===== config.mk =====
export PLATFORM = sky130hd
export DESIGN_NAME = motoro3_step_sequencer
export DESIGN_NICKNAME = d
export VERILOG_FILES = /design/src/rtl/motoro3_step_sequencer.sv
export SDC_FILE = /design/constraint.sdc
export NUM_CORES = 1
export LEC_CHECK = 0
export BUFFER_PORTS_ARGS = -buffer_cell sky130_fd_sc_hd__buf_2
export CORE_MARGIN = 5
export CORE_UTILIZATION = 55
export DETAILED_ROUTE_END_ITERATION = 8
export PLACE_DENSITY_LB_ADDON = 0.3
export SYNTH_ARGS = -nofsm -noshare
export SYNTH_HDL_FRONTEND = slang
export SYNTH_SLANG_ARGS = --single-unit

===== constraint.sdc =====
create_clock -name clk -period 12.2 [get_ports clk]
set_clock_uncertainty 0.2 [all_clocks]
set_input_delay 1.22 -clock clk [delete_from_list [all_inputs] [get_ports clk]]
set_output_delay 1.22 -clock clk [all_outputs]
set_load 0.02 [all_outputs]

===== src/rtl/motoro3_step_sequencer.sv =====
// motoro3_step_sequencer
// Commutation timing source for one motor. It produces the six-step
// commutation index, the per-segment timebase counter with its
// last/second-to-last flags, and the PWM split index within a step. These
// feed the three phase line generators.
//
// Ports
//   clk                   system clock (10 MHz)
//   nRst                  asynchronous active-low reset
//   m3r_enable            run request (level)
//   m3r_dir               1 = forward (step+1), 0 = reverse (step-1)
//   m3r_stepCNT_speedSET  segment length in clocks (values below SPEED_MIN are raised to it)
//   m3r_stepSplitMax      segments per step minus 1
//   m3cnt                 segment timebase counter
//   m3cntLast1            high on the last clock of a segment
//   m3cntLast2            high on the second-to-last clock of a segment
//   m3LpwmSplitStep       split index within the current step
//   lgStep                commutation index, or STEP_IDLE when not running
//   stepTick              one-clock pulse when lgStep moves between running steps
//   running               high in RUN and STOPPING
//
// state    | meaning
// ---------+--------------------------------------------------------------
// IDLE     | outputs idle, waiting for m3r_enable
// START    | first clock of step 0, segment length and split count latched
// RUN      | counting segments, advancing split and step at boundaries
// STOPPING | one clock of idle outputs with running still high
module motoro3_step_sequencer #(
  parameter int STEP_MAX  = 5,
  parameter int STEP_IDLE = 15,
  parameter int SPEED_MIN = 2
) (
  input  logic        clk,
  input  logic        nRst,
  input  logic        m3r_enable,
  input  logic        m3r_dir,
  input  logic [24:0] m3r_stepCNT_speedSET,
  input  logic [1:0]  m3r_stepSplitMax,
  output logic [24:0] m3cnt,
  output logic        m3cntLast1,
  output logic        m3cntLast2,
  output logic [1:0]  m3LpwmSplitStep,
  output logic [3:0]  lgStep,
  output logic        stepTick,
  output logic        running
);

  typedef enum logic [1:0] {
    S_IDLE,
    S_START,
    S_RUN,
    S_STOPPING
  } state_t;

  localparam logic [24:0] SPEED_MIN_W = 25'(SPEED_MIN);
  localparam logic [3:0]  STEP_MAX_W  = 4'(STEP_MAX);
  localparam logic [3:0]  STEP_IDLE_W = 4'(STEP_IDLE);

  state_t      state_q, state_d;
  logic [24:0] len_q, len_d;
  logic [1:0]  smax_q, smax_d;
  logic [24:0] cnt_d;
  logic [1:0]  split_d;
  logic [3:0]  step_d;
  logic        tick_d;
  logic        last1_d, last2_d, running_d;
  logic [24:0] len_sat;
  logic        boundary;
  logic        counting_d;

  assign len_sat  = (m3r_stepCNT_speedSET < SPEED_MIN_W) ? SPEED_MIN_W : m3r_stepCNT_speedSET;
  assign boundary = (m3cnt == len_q - 25'd1);

  always_comb begin
    state_d = state_q;
    len_d   = len_q;
    smax_d  = smax_q;
    cnt_d   = m3cnt;
    split_d = m3LpwmSplitStep;
    step_d  = lgStep;
    tick_d  = 1'b0;

    case (state_q)
      S_IDLE: begin
        cnt_d   = 25'd0;
        split_d = 2'd0;
        step_d  = STEP_IDLE_W;
        if (m3r_enable) begin
          state_d = S_START;
          len_d   = len_sat;
          smax_d  = m3r_stepSplitMax;
          step_d  = 4'd0;
        end
      end

      S_START, S_RUN: begin
        // START shows cnt=0 of the first segment; len >= 2 so it is never a boundary.
        state_d = S_RUN;
        if (boundary) begin
          cnt_d  = 25'd0;
          len_d  = len_sat;
          smax_d = m3r_stepSplitMax;
          // A stop request is cancelled by re-enabling, so the enable level
          // seen at the boundary decides whether the run continues.
          if (!m3r_enable) begin
            state_d = S_STOPPING;
            split_d = 2'd0;
            step_d  = STEP_IDLE_W;
          end else if (m3LpwmSplitStep < smax_q) begin
            split_d = m3LpwmSplitStep + 2'd1;
          end else begin
            split_d = 2'd0;
            tick_d  = 1'b1;
            if (m3r_dir)
              step_d = (lgStep == STEP_MAX_W) ? 4'd0 : lgStep + 4'd1;
            else
              step_d = (lgStep == 4'd0) ? STEP_MAX_W : lgStep - 4'd1;
          end
        end else begin
          cnt_d = m3cnt + 25'd1;
        end
      end

      S_STOPPING: begin
        state_d = S_IDLE;
        cnt_d   = 25'd0;
        split_d = 2'd0;
        step_d  = STEP_IDLE_W;
      end

      default: begin
        state_d = S_IDLE;
        cnt_d   = 25'd0;
        split_d = 2'd0;
        step_d  = STEP_IDLE_W;
      end
    endcase

    // Flags are computed against the next count and length so they line up
    // with the m3cnt value they describe.
    counting_d = (state_d == S_START) || (state_d == S_RUN);
    last1_d    = counting_d && (cnt_d == len_d - 25'd1);
    last2_d    = counting_d && (cnt_d == len_d - 25'd2);
    running_d  = (state_d == S_RUN) || (state_d == S_STOPPING);
  end

  always_ff @(posedge clk or negedge nRst) begin
    if (!nRst) begin
      state_q <= S_IDLE;
    end else begin
      state_q <= state_d;
    end
  end

  always_ff @(posedge clk or negedge nRst) begin
    if (!nRst) begin
      len_q           <= SPEED_MIN_W;
      smax_q          <= 2'd0;
      m3cnt           <= 25'd0;
      m3cntLast1      <= 1'b0;
      m3cntLast2      <= 1'b0;
      m3LpwmSplitStep <= 2'd0;
      lgStep          <= STEP_IDLE_W;
      stepTick        <= 1'b0;
      running         <= 1'b0;
    end else begin
      len_q           <= len_d;
      smax_q          <= smax_d;
      m3cnt           <= cnt_d;
      m3cntLast1      <= last1_d;
      m3cntLast2      <= last2_d;
      m3LpwmSplitStep <= split_d;
      lgStep          <= step_d;
      stepTick        <= tick_d;
      running         <= running_d;
    end
  end

endmodule

# Word-level counts from Yosys, hierarchy flattened
# Cells that the tools add are included.
# op_classes
n_addsub,7
mul,0
div,0
n_lt_le_gt_ge,2
eq_ne,13
shifts,0
muxes,29
n_bitwise,0
reduce_logical,11
# ops
operator,n
$mux W25,4
$pmux W25 S2,2
$eq A25 B25 Y1,3
$sub A25 B1 Y25 const B,2
$mux W4,7
$add A25 B1 Y25 const B,1
$lt A25 B2 Y1 const B,1
$sub A25 B2 Y25 const B,1
$mux W2,6
$pmux W4 S3,1
$eq A2 B2 Y1 const B,4
$pmux W2 S2,2
$mux W1,6
$pmux W2 S3,1
$add A4 B1 Y4 const B,1
$eq A2 B1 Y1 const B,2
$eq A4 B3 Y1 const B,1
$logic_not A4 Y1,1
$ne A2 B2 Y1 const B,2
$reduce_or A2 Y1,2
$sub A4 B1 Y4 const B,1
$ne A3 B3 Y1 const B,1
$reduce_and A3 Y1,1
$add A2 B1 Y2 const B,1
other kinds (6),8
# word_totals
regBits,64
latch_bits,0
mem_bits_rw,0
mem_bits_ro,0
inputBits,31
word_cells,72
memories,0

# Longest topological paths before layout
# Gate-level depths: netlist of run 1.
# logic_depth
depth_word,7
depth_mapped,22
depth_no_buf,20

# Worst setup path after synthesis of run 1
# Ideal clock, no wire load.
# synth_path
path_kind,flip-flop to flip-flop
from,register len_q[13]
to,register m3cntLast2
arrival_ns,5.358
slack_ns,6.562
stages_incl_launch_ff,20
path_buffers,3
period_less_slack_ns,5.638
path_cell_list,dfrtp_1 > buf_2 > or3_4 > or4_1 > a2111oi_2 > o211ai_1 > nor4_2 > and2_1 > clkbuf_1 > buf_2 > o21bai_1 > nand2_1 > and2_1 > ha_1 > o221ai_1 > or3_1 > o31a_1 > or4_1 > or4b_1 > nor3_2
# synth_between
elab_chain_len,7
word_cells_on_any_way,15
cone_classes,add/sub (2); eq/ne (4); mux (7); reduce/logical (2)
# synth_lines
item,line,source
start: declaration,60,"logic [24:0] len_q, len_d;"
start signal: assignment,167,len_q <= len_d;
$sub A25 B1 Y25,72,assign boundary = (m3cnt == len_q - 25'd1);
$eq A25 B25 Y1,72,
$mux W25 or $mux W1 (tied branches),99,if (boundary) begin
$pmux W25 S2 or $pmux W2 S3 (tied branches),83,case (state_q)
$sub A25 B2 Y25 (tied with other cells),143,last2_d = counting_d && (cnt_d == len_d - 25'd2);
$eq A25 B25 Y1 or $logic_or A1 B1 Y1 (tied branches),"143, 141",
$logic_and A1 B1 Y1 (*),143,
via last2_d,66,"logic last1_d, last2_d, running_d;"
end signal: assignment,171,m3cntLast2 <= last2_d;
end: declaration,41,"output logic m3cntLast2,"
# Mark *: on every way through the listed nets, which the timed path passes. The rest lies on a longest branch.
# A chain may end at the register's enable or synchronous reset.

# Worst setup path in the final report of run 1
# layout_path
from,register len_q[0]
to,register m3cntLast2
# The elaborated chain is that of the path after synthesis.

==> impl_metrics.py, run 1 <==
metrics = {
    "detailed_routing": {
        "via_per_inst": 7.102,
        "ant_nets": 0,
        "wl_per_cell_um": 24.61,
        "drt_pass1_iterations": 6,
        "vias": 7251,
        "drtIter0Drc": 1134,
        "drc": 0,
        "wl_mm": 25.13,
    },
    "setup_path": {
        "timing.rr.start": "len_q[0]$_DFF_PN0_",
        "critical_path_class": "reg2reg",
        "cp.required_ps": 12270,
        "reg2reg_depth": 15,
        "crit_path_start": "len_q[0]$_DFF_PN0_",
        "reg2reg_setup_slack_ps": 5220,
        "critPathMaxFanout": 32,
        "critical_path_arrival_ps": 7050,
        "critPathCaptureType": "flip-flop",
        "r2r-end": "m3cntLast2$_DFF_PN0_",
        "start_kind": "flip-flop",
    },
    "floorplanning": {
        "die_y_um": 118.9,
        "core_um2": 11520,
        "num_rows": 39,
        "dieWidth_um": 118.9,
        "start_util_pct": 56.67,
        "die-area_um2": 14140,
        "io_pins": 66,
    },
    "logic_synthesis": {
        "ys_types": 85,
        "synth_top_area_share_pct": 22.24,
        "synth_seq_cells": 63,
        "synth_area_leaders": "dfrtp_1 (22%), xnor2_1 (6.0%), a21oi_1 (4.8%), nand2_1 (4.5%), xor2_1 (4.0%)",
        "ys.flop_type": "dfrtp_1",
        "yosysMostFrequentCell": "nand2_1",
        "yosys.area.top_type": "dfrtp_1",
        "synth-async-reset-ratio_pct": 100.0,
        "syn_area_per_cell_um2": 7.723,
        "synth_edf_count": 0,
        "syn_area_um2": 6526,
        "yosys_warnings": 0,
        "yosys-top-cells-count": "nand2_1 (79), nor2_1 (69), a21oi_1 (62), dfrtp_1 (58), xnor2_1 (45)",
        "ys_seq_area_share_pct": 24.25,
        "syn_nets": 883,
        "syn-instance-count": 845,
    },
    "sta": {
        "hold_viol": 0,
        "relSlewSlack_pct": 31.39,
        "setup_violations": 0,
        "fin_crit_sh_pct": 57.19,
        "drv_slew": 0,
        "final.min_clock_period_ps": 6977,
        "rsz0062_at_grt": "no",
        "timing_worst_slew_pin_value_ps": 1020,
        "tns_ps": 0,
        "timing.fmax_mhz": 143.3,
    },
    "place": {
        "globalplace.congestion": 1.015,
        "place_area_um2": 6863,
        "portBuffers": 65,
        "hpwlAfterDp_mm": 18.80,
    },
    "clocking": {
        "cts_hold_buf": 0,
        "cts_root_buf": "clkbuf_16",
        "clk_path_buf_depth": 2,
        "cts_made_buffers": 9,
        "cts-htree-levels": 3,
        "clk_pin_slew_ps": 60,
        "cts_resized": 0,
        "post_cts_buffers": 0,
        "cts.sinks": 63,
        "clk-insertion-delay-late_ps": 350,
        "cts_tree": "done",
    },
    "global_route": {
        "track_usage_pct": 34.73,
        "grt_antenna_before_repair": 0,
        "grt_pass1_wl_mm": 38.44,
        "grt_max_degree": 64,
        "first_global_vias": 6636,
        "gr-total-overflow": 0,
    },
    "worst_hold_path": {
        "min_path_cells": 2,
        "min_path_type": "reg2reg",
        "hold_path.startpoint": "lgStep[1]$_DFFE_PN1P_",
        "holdPathEnd": "lgStep[1]$_DFFE_PN1P_",
    },
    "layout": {
        "layout-drive-gt1-share_pct": 15.60,
        "multiInputGateArea_um2": 4614,
        "synthToLayoutAreaGrowth_pct": 9.778,
        "seq_area_um2": 1583,
        "n_antenna_cell": 0,
        "nNetsFinal": 911,
        "final_area_um2": 7164,
        "num-fill-cells": 1008,
    },
    "power": {
        "p_sw_mw": 1.324,
        "powerDensity_nw_per_um2": 327.7,
        "combPwrFrac_pct": 71.9,
        "p_seq_share_pct": 16.5,
        "swShare_pct": 56.38,
        "power.total_mw": 2.348,
        "power_frac_clock_pct": 11.6,
        "ir_worst_vdd_mv": 0.5103,
        "p_int_mw": 1.024,
        "p_leak_nw": 3.077,
    },
    "status": {
        "status": "finished clean",
    },
    "job": {
        "maxCapViolCount": 0,
    },
}
==> worst max-delay path: stages (launching register included) <==
cell and delay [ps]:
dfrtp_1 460, inv_1 130, ha_1 260, nor3b_1 510, nand4_1 320, nor4_1 520, o22a_1 220, and4_1 740
nand2_2 670, a21oi_1 590, o221ai_1 280, or4b_1 680, or2_1 300, a211oi_1 330, or4b_1 490, nor3_2 170
==> flip-flops by register name, indices dropped and copies added, names as in the netlist <==
signal and count:
m3cntLast1 1, len_q 25, lgStep 4, state_q 1, running 1, m3cntLast2 1
smax_q 2, m3LpwmSplitStep 2, stepTick 1, m3cnt 25
==> final cells by class <==
type	count	share of cell area (%)
inverters	27	1.415
well taps	143	2.497
flip-flops and latches	63	22.09
multi-input cells	699	64.41
clock inverters	4	0.7684
repair buffers	73	5.379
clock buffers	12	3.440
==> power groups by stage <==
stage	clock network (mW)	logic, mW	registers (mW)
floorplan	0	1.23	0.329
global placement	0	1.60	0.375
detailed placement	0	1.61	0.382
CTS	0.273	1.63	0.379
global route	0.286	1.79	0.393
finish	0.273	1.69	0.387
==> metrics by stage <==
step / hold WS, ps / setup WS, ps / instances / utilization (%)
after global routing: 401.5 / 4946 / 1021 / 62.21
after detailed placement: 345.3 / 5554 / 1005 / 59.59
after floorplan: 342.3 / 6562 / 845 / -
final: 358.1 / 5223 / 1021 / 62.21
after global placement: 338.6 / 5640 / 1005 / 59.59
after CTS: 354.2 / 5486 / 1021 / 62.21
==> worst max-delay path by stage <==
stage                            to  slack (ps)  depth (start not counted)
6_report       m3cntLast2$_DFF_PN0_        5220                         15
5_1_grt        m3cntLast2$_DFF_PN0_        4950                         15
4_1_cts        m3cntLast2$_DFF_PN0_        5490                         15
3_5_place_dp   m3cntLast2$_DFF_PN0_        5550                         15
3_3_place_gp   m3cntLast2$_DFF_PN0_        5640                         15
2_1_floorplan  m3cntLast2$_DFF_PN0_        6560                         19
==> layer usage <==
metal	part of all wire, %	global-route usage, %	vias up
li1	-	-	3206
met1	38	46.46	3375
met2	45	54.21	558
met3	12	7.630	112
met4	4.9	14.99	0
met5	0	0	-
==> cell usage in the layout (no fill, tap or decap), drive strengths merged, types with 5 or more instances in the layout <==
master  netlist  layout
a211oi        6       6
a21oi        62      62
a22o         17      17
a22oi        10      10
a311o        11      11
a31oi         6       6
and2          6       6
and3         20      20
buf          17      73
clkbuf       39      12
dfrtp        58      58
dfstp         5       5
ha            7       7
inv          27      28
mux2          8       8
mux2i        19      19
nand2        80      80
nand2b       13      13
nand3        29      29
nand3b        5       5
nand4        20      20
nor2         70      70
nor2b        11      11
nor3         26      26
nor3b         5       5
nor4         29      29
o211ai       10      10
o21a          5       5
o21ai        29      29
o221ai        6       6
o22ai         8       8
o31a          6       6
o31ai         6       6
or2          16      16
or3          19      19
or4           7       7
xnor2        45      45
xor2         30      30
==> cell families (layout without fill, tap and decap cells) <==
kind of cell               Yosys count  in the layout  share of synthesized area (%)
muxes                               27             27                          4.352
buffers and inverters               83            116                          5.119
and+or+nand+nor                    372            372                          31.38
DFF                                 63             63                          24.25
adders and majority gates            7              7                          1.342
AOI/OAI and AO/OA                  218            218                          23.49
xor gates and xnor gates            75             75                          10.07
(Power assumes the default switching activity.)
==> inputs of run 2 (changes only) <==
- clock period: 12.2 -> 6.9 ns (I/O delays scaled with it)
==> run 2 against run 1 <==
- clock power up 76%
- highest routed layer unchanged
- non-clock buffer count up 5
- worst setup slack worse by 4400 ps
- critical endpoint unchanged
- flip-flop and latch count unchanged
- via count up 0.15%
- first-iteration DRC count down 19%
- critical path type unchanged
- clock-buffer cell count unchanged
- design area up 0.65%
- routed wire length up 1.8%
- sequential share of layout area down 0.14 points
==> impl_metrics.py, run 2 (synthesis gave the netlist of run 1 again) <==
metrics = {
    "global_route": {
        "grt_antenna_before_repair": 0,
        "grt_max_degree": 64,
        "track_usage_pct": 35.63,
        "grt_pass1_wl_mm": 38.86,
        "gr-total-overflow": 0,
        "first_global_vias": 6625,
    },
    "setup_path": {
        "critPathCapture": "m3cntLast2$_DFF_PN0_",
        "slowest_stage": "or4b_1",
        "reg2reg_setup_slack_ps": 790,
        "critPathCaptureType": "flip-flop",
        "critPathMaxFanout": 7,
        "cp_cell_sequence": "inv_1 -> ha_1 -> nor3b_1 -> nand4_1 -> nor4_1 -> o221ai_1 -> nor4_2 -> and2_1 -> o21bai_1 -> nand2_1 -> and2_1 -> ha_1 -> o221ai_1 -> or4b_1 -> or2_1 -> a211oi_1 -> or4b_1 -> nor3_2",
        "critical_path_class": "reg2reg",
        "critical_path_arrival_ps": 6190,
        "start_kind": "flip-flop",
        "cp.required_ps": 6980,
        "r2r-end": "m3cntLast2$_DFF_PN0_",
        "timing.rr.start": "len_q[0]$_DFF_PN0_",
        "crit_path_start": "len_q[0]$_DFF_PN0_",
        "cpPeakStageDelay_ps": 670,
        "reg2reg_depth": 18,
    },
    "sta": {
        "tns_ps": 0,
        "drv_slew": 0,
        "relSlewSlack_pct": 30.66,
        "hold_viol": 0,
        "fin_crit_sh_pct": 88.59,
        "timing_worst_slew_pin_value_ps": 1029,
        "rsz0062_at_grt": "no",
        "setup_violations": 0,
        "final.min_clock_period_ps": 6113,
        "timing.fmax_mhz": 163.6,
        "fin_ws_ps": 787.1,
    },
    "place": {
        "globalplace.congestion": 1.002,
        "place_worst_setup_slack_ps": 871.5,
        "hpwlAfterDp_mm": 19.40,
        "portBuffers": 65,
    },
    "detailed_routing": {
        "drc": 0,
        "via_per_inst": 7.078,
        "drtIter0Drc": 917,
        "wl_per_cell_um": 24.92,
        "wl_mm": 25.57,
        "drt_pass1_iterations": 5,
        "ant_nets": 0,
        "vias": 7262,
    },
    "layout": {
        "layout-drive-gt1-share_pct": 16.19,
        "final_common_cell": "nand2_1",
        "most-common-layout-cells": "nand2_1 (79), nor2_1 (68), buf_2 (65), a21oi_1 (62), dfrtp_1 (58)",
        "n_antenna_cell": 0,
        "post-route-util_pct": 62.61,
        "reg_top3": "len_q: 25 flops, m3cnt: 25 flops, lgStep: 4 flops",
        "nNetsFinal": 916,
        "synthToLayoutAreaGrowth_pct": 10.49,
    },
    "clocking": {
        "cts_root_buf": "clkbuf_16",
        "cts_made_buffers": 9,
        "clk-insertion-delay-late_ps": 350,
        "cts_tree": "done",
        "cts-htree-levels": 3,
        "post_cts_buffers": 0,
        "cts_hold_buf": 0,
        "clk_path_buf_depth": 2,
        "clk_pin_slew_ps": 60,
        "cts_resized": 0,
        "cts.sinks": 63,
    },
    "power": {
        "ir_worst_vdd_mv": 0.4684,
        "powerDensity_nw_per_um2": 576.4,
        "p_leak_nw": 3.103,
    },
    "floorplanning": {
        "die-area_um2": 14140,
        "io_pins": 66,
        "num_rows": 39,
        "dieWidth_um": 118.9,
        "core_um2": 11520,
        "start_util_pct": 56.67,
        "die_y_um": 118.9,
    },
    "worst_hold_path": {
        "min_path_type": "in2async",
    },
    "job": {
        "maxCapViolCount": 0,
    },
    "status": {
        "status": "finished clean",
    },
}
==> run 2: critical path: cells and delay by family, from the launching register on <==
family                     cells  cell delay [ps]
and+or+nand+nor               11             3880
AOI/OAI and AO/OA              4              820
adders and majority gates      2              590
DFF                            1              440
buffers and inverters          1              110
==> run 2: worst min-delay path by stage <==
stage	cells after the start	slack, ps	end	startpoint
floorplan	0	190	len_q[0]$_DFF_PN0_	nRst
global placement	2	340	lgStep[1]$_DFFE_PN1P_	lgStep[1]$_DFFE_PN1P_
detailed placement	2	360	lgStep[1]$_DFFE_PN1P_	lgStep[1]$_DFFE_PN1P_
CTS	2	370	lgStep[1]$_DFFE_PN1P_	lgStep[1]$_DFFE_PN1P_
global route	2	390	m3cnt[13]$_DFF_PN0_	nRst
finish	2	300	m3cnt[15]$_DFF_PN0_	nRst
==> run 2: final cells by class <==
type                    count  area, µm²
well taps                 143      178.9
clock inverters             4      53.80
multi-input cells         699       4614
clock buffers              12      256.5
inverters                  27      101.3
fillers                  1050       4305
repair buffers             78      422.9
flip-flops and latches     63       1583
==> run 2: per-stage QoR <==
stage / hold slack [ps] / instances / area (µm²) / total power [mW]
floorplan: 194.4 / 845 / 6526 / 2.749
global placement: 337.8 / 1010 / 6900 / 3.523
detailed placement: 359.6 / 1010 / 6900 / 3.555
CTS: 367.3 / 1026 / 7211 / 4.050
global route: 386.4 / 1026 / 7211 / 4.402
finish: 302.6 / 1026 / 7211 / 4.156
==> run 2: metal layers <==
metal / part of all wire [%] / wire length (µm) / global-route usage, % / vias to the layer above
met5: 0 / 0 / 0 / -
met4: 5.6 / 1429 / 17.31 / 0
met3: 9.9 / 2535 / 9.194 / 99
met2: 44 / 11350 / 53.82 / 461
met1: 40 / 10250 / 47.55 / 3487
li1: - / - / - / 3215
==> run 2: power by group <==
part / switching [mW] / internal [mW]
Sequential: 0.214 / 0.477
Combinational: 1.92 / 1.06
Clock: 0.181 / 0.300
Total: 2.32 / 1.84
